[config.mk]
export PLATFORM = sky130hd
export DESIGN_NAME = writeback_unit
export DESIGN_NICKNAME = d
export VERILOG_FILES = /design/src/rtl/arm7_pkg.sv /design/src/rtl/wb_lowest_bit.sv /design/src/rtl/writeback_unit.sv
export SDC_FILE = /design/constraint.sdc
export NUM_CORES = 1
export LEC_CHECK = 0
export ABC_AREA = 1
export CAP_MARGIN = 0
export CORE_UTILIZATION = 26
export DETAILED_ROUTE_END_ITERATION = 6
export GPL_ROUTABILITY_DRIVEN = 1
export SLEW_MARGIN = 20
export SYNTH_ARGS = -nofsm -noshare
export SYNTH_HDL_FRONTEND = slang
export SYNTH_SLANG_ARGS = --single-unit
export TNS_END_PERCENT = 5
[constraint.sdc]
create_clock -name clk -period 4.5 [get_ports clk]
set_input_delay 0.9 -clock clk [delete_from_list [all_inputs] [get_ports clk]]
set_output_delay 0.9 -clock clk [all_outputs]
set_load 0.05 [all_outputs]
[src/rtl/arm7_pkg.sv]
// Shared ARM7 core constants and the writeback sequencer state type.
package arm7_pkg;

  localparam logic [3:0] REG_PC        = 4'd15;
  localparam int         CPSR_NZCV_MSB = 31;
  localparam int         CPSR_NZCV_LSB = 28;

  typedef enum logic [0:0] {
    WB_IDLE,
    WB_LDM
  } wb_state_t;

endpackage

[src/rtl/wb_lowest_bit.sv]
// 16-bit priority encoder: index of the lowest set bit, plus a found flag.
module wb_lowest_bit (
  input  logic [15:0] vec,
  output logic [3:0]  idx,
  output logic        found
);

  // Scan from the top down so that the lowest set bit is the last one written.
  always_comb begin
    idx   = '0;
    found = 1'b0;
    for (int i = 15; i >= 0; i--) begin
      if (vec[i]) begin
        idx   = 4'(i);
        found = 1'b1;
      end
    end
  end

endmodule

[src/rtl/writeback_unit.sv]
// ARM7 writeback stage: register file, PC and CPSR writes, plus LDM beat sequencing.
// Optional macro WB_BYPASS_EN adds a combinational forwarding copy of the port-1/PC write.
module writeback_unit
  import arm7_pkg::*;
#(
  parameter int N  = 32,
  parameter int AW = 4
) (
  input  logic          clk,
  input  logic          rst_n,
  input  logic          ex_valid,
  output logic          ex_ready,
  input  logic          ex_wen,
  input  logic [AW-1:0] ex_rd,
  input  logic [N-1:0]  ex_result,
  input  logic          ex_base_wen,
  input  logic [AW-1:0] ex_base_rd,
  input  logic [N-1:0]  ex_base_data,
  input  logic          ex_flags_wen,
  input  logic [3:0]    ex_flags,
  input  logic          ex_ldm,
  input  logic [15:0]   ex_reglist,
  input  logic [N-1:0]  cspr_cur,
  input  logic          mem_rvalid,
  input  logic [N-1:0]  mem_rdata,
  output logic          mem_rready,
  output logic [AW-1:0] write_address,
  output logic [N-1:0]  write_data,
  output logic          write_enable,
  output logic [AW-1:0] write_address2,
  output logic [N-1:0]  write_data2,
  output logic          write_enable2,
  output logic [N-1:0]  pc_update,
  output logic          pc_write,
  output logic [N-1:0]  cspr_update,
  output logic          cspr_write,
  output logic          busy
`ifdef WB_BYPASS_EN
  ,
  output logic          byp_valid,
  output logic [AW-1:0] byp_addr,
  output logic [N-1:0]  byp_data
`endif
);

  wb_state_t     state, state_nx;
  logic [15:0]   reglist, reglist_nx;
  logic [3:0]    low_idx;
  logic          low_found;
  logic          accept, ldm_beat;
  logic          res_wr, base_wr;

  logic          we1_nx, we2_nx, pcw_nx, cw_nx;
  logic [AW-1:0] a1_nx, a2_nx;
  logic [N-1:0]  d1_nx, d2_nx, pcu_nx, cu_nx;

  wb_lowest_bit u_lowest_bit (
    .vec   (reglist),
    .idx   (low_idx),
    .found (low_found)
  );

  assign accept   = ex_valid && ex_ready;
  assign ldm_beat = mem_rvalid && mem_rready && low_found;

  always_ff @(posedge clk or negedge rst_n) begin
    if (!rst_n) begin
      state   <= WB_IDLE;
      reglist <= '0;
    end else begin
      state   <= state_nx;
      reglist <= reglist_nx;
    end
  end

  // Each beat retires the lowest pending register; the list empties on the final beat.
  always_comb begin
    state_nx   = state;
    reglist_nx = reglist;
    case (state)
      WB_IDLE: begin
        if (accept && ex_ldm) begin
          reglist_nx = ex_reglist;
          if (ex_reglist != '0) state_nx = WB_LDM;
        end
      end
      WB_LDM: begin
        if (ldm_beat) begin
          reglist_nx = reglist & (reglist - 16'd1);
          if (reglist_nx == '0) state_nx = WB_IDLE;
        end
      end
      default: state_nx = WB_IDLE;
    endcase
  end

  always_comb begin
    ex_ready   = 1'b0;
    mem_rready = 1'b0;
    busy       = 1'b0;
    case (state)
      WB_IDLE: ex_ready = rst_n;
      WB_LDM: begin
        mem_rready = 1'b1;
        busy       = 1'b1;
      end
      default: ;
    endcase
  end

  // The result write beats the base write when both name the same register (including R15).
  always_comb begin
    we1_nx = 1'b0;
    a1_nx  = '0;
    d1_nx  = '0;
    we2_nx = 1'b0;
    a2_nx  = '0;
    d2_nx  = '0;
    pcw_nx = 1'b0;
    pcu_nx = '0;
    cw_nx  = 1'b0;
    cu_nx  = '0;

    res_wr  = accept && !ex_ldm && ex_wen;
    base_wr = accept && ex_base_wen && !(res_wr && (ex_rd == ex_base_rd));

    if (res_wr) begin
      if (ex_rd == AW'(REG_PC)) begin
        pcw_nx = 1'b1;
        pcu_nx = ex_result;
      end else begin
        we1_nx = 1'b1;
        a1_nx  = ex_rd;
        d1_nx  = ex_result;
      end
    end

    if (base_wr) begin
      if (ex_base_rd == AW'(REG_PC)) begin
        pcw_nx = 1'b1;
        pcu_nx = ex_base_data;
      end else begin
        we2_nx = 1'b1;
        a2_nx  = ex_base_rd;
        d2_nx  = ex_base_data;
      end
    end

    if (accept && !ex_ldm && ex_flags_wen) begin
      cw_nx = 1'b1;
      cu_nx = cspr_cur;
      cu_nx[CPSR_NZCV_MSB:CPSR_NZCV_LSB] = ex_flags;
    end

    if (ldm_beat) begin
      if (low_idx == REG_PC) begin
        pcw_nx = 1'b1;
        pcu_nx = mem_rdata;
      end else begin
        we1_nx = 1'b1;
        a1_nx  = AW'(low_idx);
        d1_nx  = mem_rdata;
      end
    end
  end

  always_ff @(posedge clk or negedge rst_n) begin
    if (!rst_n) begin
      write_enable   <= 1'b0;
      write_address  <= '0;
      write_data     <= '0;
      write_enable2  <= 1'b0;
      write_address2 <= '0;
      write_data2    <= '0;
      pc_write       <= 1'b0;
      pc_update      <= '0;
      cspr_write     <= 1'b0;
      cspr_update    <= '0;
    end else begin
      write_enable   <= we1_nx;
      write_address  <= a1_nx;
      write_data     <= d1_nx;
      write_enable2  <= we2_nx;
      write_address2 <= a2_nx;
      write_data2    <= d2_nx;
      pc_write       <= pcw_nx;
      pc_update      <= pcu_nx;
      cspr_write     <= cw_nx;
      cspr_update    <= cu_nx;
    end
  end

`ifdef WB_BYPASS_EN
  // A single op can write port 1 and the PC together; port 1 takes the bypass then.
  assign byp_valid = we1_nx || pcw_nx;
  assign byp_addr  = we1_nx ? a1_nx : AW'(REG_PC);
  assign byp_data  = we1_nx ? d1_nx : pcu_nx;
`endif

endmodule

### After elaboration in Yosys (flattened, before gate mapping)

Cells that the tools add are included.

* $lt $le $gt $ge: 0
* div/mod/pow operators: 0
* $add $sub $neg: 1
* multipliers: 0
* equality and inequality tests: 6
* shift-type cells: 0
* bitwise gates (word level): 2
* reduce and logical (&&, ||, !) cells: 15
* mux-type cells: 74

Operators with widths (count)
* two-way mux 32 bit: 13
* two-way mux 4 bit: 22
* two-way mux 1 bit: 35
* two-way mux 16 bit: 2
* one-hot mux 16 bit (2 select lines): 1
* AND 16 bit: 1
* zero test 16 bit: 1
* nonzero test 16 bit: 1
* subtractor 16 x 1 -> 16 bit, second input constant: 1
* equality test 4 bit, second input constant: 3
* logical AND 1 bit: 10
* equality test 4 bit: 1
* zero test 1 bit: 2
* inequality test 2 x 1 -> 1 bit, second input constant: 1
* inequality test 2 bit, second input constant: 1
* one-hot mux 1 bit (2 select lines): 1
* AND reduction 2 bit: 1
* NOT 1 bit: 1

* input port bits: 164
* ROM bits: 0
* memories: 0
* output and inout bits: 143
* word-level logic and storage cells: 110
* register bits: 157
* RAM bits: 0
* latch bits: 0

### Longest topological paths before layout

Gate-level depths: netlist of the first run.

* depth in word-level cells: 19
* depth in mapped cells: 19
* gate-level depth less buffers: 19

### Cells and area by module

From an unflattened synthesis of the first run, not the netlist that was laid out.

* cells, all modules: 853
* area, all modules: 7104.3 um2

Modules (own cells, without submodules)
* writeback_unit: area each 6895.4 um2, cells each 804, times used 1, sequential area each 3928.8 um2
* wb_lowest_bit: area each 209.0 um2, cells each 49, times used 1, sequential area each 0.0 um2

### Least setup slack after synthesis of the first run

Ideal clock, no wire load.

* kind: input to register
* start point: input rst_n
* end point: register pc_update[12]
* arrival time: 2516 ps
* library setup time: 129 ps
* buffers on the path: 2
* required time: 4371 ps
* stages on the path: 15
* slack: 1855 ps
* cells stage by stage: inv_1 -> nor2_2 -> nand2_1 -> nor2_2 -> nand2_2 -> inv_2 -> nand4_2 -> nand3_2 -> nor2_2 -> inv_2 -> buf_6 -> buf_6 -> nand2_1 -> o21ai_0 -> o21ai_0

* cells in the longest elaborated chain, start to end: 10
* elaborated cells between the ends (all ways): 13
* those cells by class: mux: 6; reduce/logical: 7

RTL lines
* start, declared: line writeback_unit.sv:10 `input logic rst_n,`
* two-way mux 1 bit *: line writeback_unit.sv:101 `case (state)`
* net ex_ready: line writeback_unit.sv:12 `output logic ex_ready,`
* logical AND 1 bit *: line writeback_unit.sv:63 `assign accept = ex_valid && ex_ready;`
* logical AND 1 bit (2 in series): line writeback_unit.sv:124 `res_wr = accept && !ex_ldm && ex_wen;`
* logical AND 1 bit: line writeback_unit.sv:125 `base_wr = accept && ex_base_wen && !(res_wr && (ex_rd == ex_base_rd));`
* zero test 1 bit: line writeback_unit.sv:125
* logical AND 1 bit: line writeback_unit.sv:125
* two-way mux 32 bit *: line writeback_unit.sv:138 `if (base_wr) begin`
* two-way mux 32 bit: line writeback_unit.sv:156 `if (low_idx == REG_PC) begin`
* two-way mux 32 bit *: line writeback_unit.sv:155 `if (ldm_beat) begin`
* net pcu_nx[12]: line writeback_unit.sv:55 `logic [N-1:0] d1_nx, d2_nx, pcu_nx, cu_nx;`
* end signal, assigned: line writeback_unit.sv:187 `pc_update <= pcu_nx;`
* end, declared: line writeback_unit.sv:33 `output logic [N-1:0] pc_update,`

The timed path passes the listed nets; every way through them passes the cells marked *.
A chain may end at the register's enable or synchronous reset.

### Worst setup path in the final report of the first run

* start point: register state
* end point: output mem_rready

* cells in the longest elaborated chain, start to end: 1

RTL lines
* start, declared: line writeback_unit.sv:46 `wb_state_t state, state_nx;`
* start signal, assigned: line writeback_unit.sv:71 `state <= state_nx;`
* two-way mux 1 bit: line writeback_unit.sv:101
* end, declared: line writeback_unit.sv:26 `output logic mem_rready,`

Every way passes these cells.

==> results.toml, run 1 <==
[status]
outcome = "finished clean"

[yosys]
synth-edff-count = 0
synth.most_common_cell = "nand2_1"
yosysWarnings = 0
ys.flop_type = "dfrtp_1"
postSynthCellCount = 792
register_bit_count_reported_by_yosys = 157
avgSynthCellArea_um2 = 8.54
mappedNetlistArea_um2 = 6760
synth.top_cells.by_count = "196 x nand2_1, 157 x dfrtp_1, 97 x nor2_1"
netlist_top_cells_area = "dfrtp_1 58%, nand2_1 11%, nor2_1 5.4%"
synth_cell_types = 36
synthDominantCellAreaShare_pct = 58.1
post-synth-top-area-cell = "dfrtp_1"
synth_nets = 956
synth.yosys.seq_area_share_pct = 58.1
share_of_synthesized_flip_flops_with_an_asynchronous_set_or_reset_pct = 100

[timing]
slew-limit-headroom_pct = 29.0
min_period_ns = 3.00
slew_violations = 0
finalHoldViolCount = 0
timing.clock.skew_ns = 0.0154
setup_viol_count_final = 0
grt_setup_unrepaired = "no"
final.setup.worst_slack_ns = 1.50
tcrit_tclk_final_pct = 66.7
fmaxAchievable_mhz = 333
setup-tns-final_ns = 0
hold_slack_ns = 0.583
worst_pin_slew_ns = 1.06

[detailed_routing]
wl_per_cell_um = 16.8
route.detailed.vias_per_inst = 4.42
met2WireLength_mm = 11.7
postRouteAntennaNets = 0
detail_route.wirelength_mm = 23.9
routed_wl_met3_mm = 1.48
drt_iter0_markers = 599
wirelength_met1_mm = 10.3
drtPass1Iterations = 4
routed.top_layer = "met4"
number_of_vias_after_detailed_routing = 6296
post-route-drc-count = 0

[finish]
layout-drive-gt1-share_pct = 5.86
n_antenna_cell = 0
nNetsFinal = 1244
stdcell_area_um2 = 10700
multi_input_area_um2 = 2270
regArea_um2 = 3930
flow.area_growth_from_synthesis_pct = 57.6
fillCellCount = 2495

[pwr]
total_switching_power_uw = 1400
power_leakage_uw = 0.00528
pwr-share-clk_pct = 35.3
comb_pwr_share_pct = 24.9
maximum_vdd_ir_drop_mv = 0.184
power_switching_share_pct = 34.6
totalPowerFinal_uw = 4030
p_per_cell_area_nw_per_um2 = 378
seq_power_share_pct = 39.8
power_report.internal_total_uw = 2640

[critical_path]
worst_ep_arrival_time_ns = 2.10
reg2reg_depth = 8
regToRegStartpoint = "reglist[0]"
data_required_time_of_the_worst_path_ns = 3.60
worst-setup-path-type = "flip-flop to output pin"
cp_top_family = "buffers and inverters"
crit_fanout = 18
worstPathCellList = "clkdlybuf4s50_1"
cp_slowest_cell = "clkdlybuf4s50_1"
worst_setup_path_start_kind = "flip-flop"
critPathCaptureType = "output pin"
reg2reg_slack_ns = 1.79
critPathBufInv = 1
critical_path.max_stage_delay_ns = 0.92
regToRegEndpoint = "pc_update[5]"

[clock_tree]
holdBufCountCts = 0
clock-sinks = 157
cts.root.buffer_cell = "clkbuf_16"
post_cts_resized = 0
clkLatencyLatePin_ns = 0.43
clk_pin_slew_worst_paths_ns = 0.07
post-cts-setup-buffer-count = 0
ctsLongestPathBuffers = 2
cts_tree = "built"
cts_made_buffers = 17
htree_levels = 4

[flow_run]
cap_violations = 0

[placed_design]
dp_slack_ns = 1.31
detailedPlacementHpwl_mm = 16.4
post_place_cell_area_um2 = 10100
globalplace.congestion = 0.801
placement.io_buffers = 302

[global_routing]
grt.overflow.total = 0
grt_pass1_wl_mm = 36.1
global_route.usage.total_pct = 18.1
vias_in_the_first_global_route = 6256
grt_start_max_net_pins = 158
antenna_found_initial = 0

[min_path]
min-delay-start = "reglist[2]"
worstHoldEndpoint = "reglist[2]"
worst_hold_path.num_cells = 2
min-delay-path-class = "flip-flop to flip-flop"

[floorplan]
die-height_um = 163
floorplan.die.width_um = 163
number_of_cell_rows = 58
io_pins = 307
floorplan.initialDensity_pct = 26.7
fp.dieArea_um2 = 26700
core-area_um2 = 25300
## power groups by stage
| stage | logic [µW] | clock network (µW) | registers, µW |
|---|---|---|---|
| floorplan | 423 | 0 | 1800 |
| global placement | 998 | 0 | 1630 |
| detailed placement | 1010 | 0 | 1630 |
| CTS | 1010 | 1470 | 1600 |
| global route | 1100 | 1530 | 1620 |
| finish | 1000 | 1420 | 1600 |
## worst max path at each step
| stage | start | end | cells after the start |
|---|---|---|---|
| floorplan | rst_n | pc_update[12] | 15 |
| global placement | ex_valid | pc_update[4] | 13 |
| detailed placement | ex_valid | pc_update[17] | 13 |
| CTS | state | mem_rready | 1 |
| global route | state | mem_rready | 1 |
| finish | state | mem_rready | 1 |
## area by class of cell
type	instances	share of cell area (%)
repair buffers	309	29.1
well taps	330	3.87
multi-input cells	497	21.3
clock buffers	17	3.99
flip-flops and latches	157	36.9
inverters	98	3.45
clock inverters	15	1.40
## layout by cell type, fill, tap and decap left out, types with 5 or more instances in the layout
| cell | n |
|---|---|
| a31oi_1 | 8 |
| buf_4 | 5 |
| clkbuf_16 | 17 |
| clkdlybuf4s50_1 | 301 |
| dfrtp_1 | 157 |
| inv_1 | 91 |
| inv_6 | 6 |
| nand2_1 | 195 |
| nand3_1 | 72 |
| nor2_1 | 96 |
| nor4_1 | 7 |
| o21ai_0 | 58 |
| o21ai_1 | 21 |
## per-stage QoR
| stage | util, % | cells |
|---|---|---|
| finish | 42.1 | 1423 |
| global route | 42.1 | 1423 |
| CTS | 42.1 | 1423 |
| detailed placement | 39.8 | 1391 |
| global placement | 39.8 | 1391 |
| floorplan | - | 792 |
## logic make-up after synthesis
family / count (synthesis) / share of synthesized area (%)
and+or+nand+nor: 393 / 25.0
buffers and inverters: 138 / 8.47
AOI/OAI and AO/OA: 100 / 7.90
xor gates and xnor gates: 4 / 0.518
DFF: 157 / 58.1
## metal layers
layer	vias up	global-route usage, %
met4	0	5.73
met2	206	29.9
met5	-	0
met1	2994	23.4
li1	3070	-
met3	26	4.06
## registers in the layout, summed over array words and instances (netlist names)
register,cells
cspr_update,32
pc_update,32
write_data2,32
write_data,32
reglist,16
write_address2,4
write_address,4
cspr_write,1
pc_write,1
state,1
write_enable,1
write_enable2,1
Power figures use the tool's default switching activity.
==> inputs of run 2 (changes only) <==
==> constraint.sdc (replaced) <==
create_clock -name clk -period 3 [get_ports clk]
set_input_delay 0.6 -clock clk [delete_from_list [all_inputs] [get_ports clk]]
set_output_delay 0.6 -clock clk [all_outputs]
set_load 0.05 [all_outputs]
==> run 2 against run 1 <==
Effect of this change: cell area grew 1.2%; critical path type unchanged; critical endpoint unchanged; setup slack lost 1.0 ns; combinational power grew 52%; largest cell class unchanged; largest power group unchanged.
==> results.toml, run 2 (synthesized netlist as in run 1, its figures left out) <==
[global_routing]
grt.overflow.total = 0
grt_start_max_net_pins = 158
vias_in_the_first_global_route = 6300
global_route.usage.total_pct = 18.0
antenna_found_initial = 0
grt_pass1_wl_mm = 36.0

[critical_path]
worst_ep_arrival_time_ns = 1.90
crit_fanout = 10
critPathCaptureType = "output pin"
worst_setup_path_start_kind = "flip-flop"
data_required_time_of_the_worst_path_ns = 2.40
cp_top_family = "buffers and inverters"
worst-setup-path-type = "flip-flop to output pin"
critPathBufInv = 1
reg2reg_slack_ns = 0.78
worstPathCellList = "clkdlybuf4s50_1"
critical_path.max_stage_delay_ns = 0.88
cp_slowest_cell = "clkdlybuf4s50_1"

[clock_tree]
clkLatencyLatePin_ns = 0.42
cts_tree = "built"
cts_made_buffers = 17
ctsLongestPathBuffers = 2
clk_pin_slew_worst_paths_ns = 0.07
clock-sinks = 157
htree_levels = 4
post-cts-setup-buffer-count = 0
holdBufCountCts = 0
cts.root.buffer_cell = "clkbuf_16"
post_cts_resized = 0

[pwr]
power_leakage_uw = 0.00535
p_per_cell_area_nw_per_um2 = 572
maximum_vdd_ir_drop_mv = 0.329

[min_path]
min-delay-path-class = "primary input to async pin"

[placed_design]
detailedPlacementHpwl_mm = 16.7
placement.io_buffers = 302
globalplace.congestion = 0.784

[flow_run]
cap_violations = 0

[floorplan]
floorplan.initialDensity_pct = 26.7
fp.dieArea_um2 = 26700
number_of_cell_rows = 58
die-height_um = 163
core-area_um2 = 25300
floorplan.die.width_um = 163
io_pins = 307

[timing]
slew-limit-headroom_pct = 34.1
tcrit_tclk_final_pct = 83.3
fmaxAchievable_mhz = 400
timing.clock.skew_ns = 0.0136
grt_setup_unrepaired = "no"
setup_viol_count_final = 0
setup-tns-final_ns = 0
min_period_ns = 2.50
slew_violations = 0
finalHoldViolCount = 0
worst_pin_slew_ns = 0.989

[finish]
nNetsFinal = 1254
fin_util_pct = 42.6
n_antenna_cell = 0
layout_common_cells = "300 x clkdlybuf4s50_1, 196 x nand2_1, 157 x dfrtp_1"
layout_commonest_cell = "clkdlybuf4s50_1"
flow.area_growth_from_synthesis_pct = 59.4
layout-drive-gt1-share_pct = 6.71

[detailed_routing]
wl_per_cell_um = 16.7
post-route-drc-count = 0
postRouteAntennaNets = 0
drt_iter0_markers = 458
route.detailed.vias_per_inst = 4.42
drtPass1Iterations = 5
number_of_vias_after_detailed_routing = 6331
detail_route.wirelength_mm = 23.9

[status]
outcome = "finished clean"
[run 2: final timing paths]
check                      startpoint              end  cells past startpoint
max reg2reg                     state    pc_update[17]                     13
min reg2reg                reglist[8]       reglist[8]                      2
max in group asynchronous       rst_n     write_enable                      2
max                             state       mem_rready                      1
min in group clk           reglist[8]       reglist[8]                      2
min                             rst_n  write_data2[20]                      2
[run 2: where the power goes]
| part | total (µW) | switching, µW | internal [µW] |
|---|---|---|---|
| Combinational | 1520 | 950 | 574 |
| Sequential | 2400 | 115 | 2280 |
| Clock | 2240 | 984 | 1260 |
[run 2: metal layers]
layer	global-route usage (%)	vias to the layer above	share of wire (%)
li1	-	3087	-
met1	22.8	2987	43
met2	29.9	228	48
met3	4.34	29	6.7
met4	5.95	0	2.1
met5	0	-	0
[run 2: metrics by stage]
step | hold slack (ns) | instances | setup WS [ns] | power [µW] | area [µm²]
floorplan | 0.304 | 792 | 0.549 | 3330 | 6760
global placement | 0.562 | 1401 | 0.482 | 3950 | 10200
detailed placement | 0.575 | 1401 | 0.458 | 3970 | 10200
CTS | 0.421 | 1433 | 0.483 | 6240 | 10800
global route | 0.431 | 1433 | 0.441 | 6490 | 10800
finish | 0.268 | 1433 | 0.502 | 6170 | 10800
[run 2: area by class of cell]
class | count | area [µm²]
inverter | 98 | 368
multi-input combinational | 497 | 2270
tap | 330 | 413
clock inverter | 15 | 179
fill | 2481 | 14500
sequential | 157 | 3930
clock buffer | 17 | 425
timing repair buffer | 319 | 3200
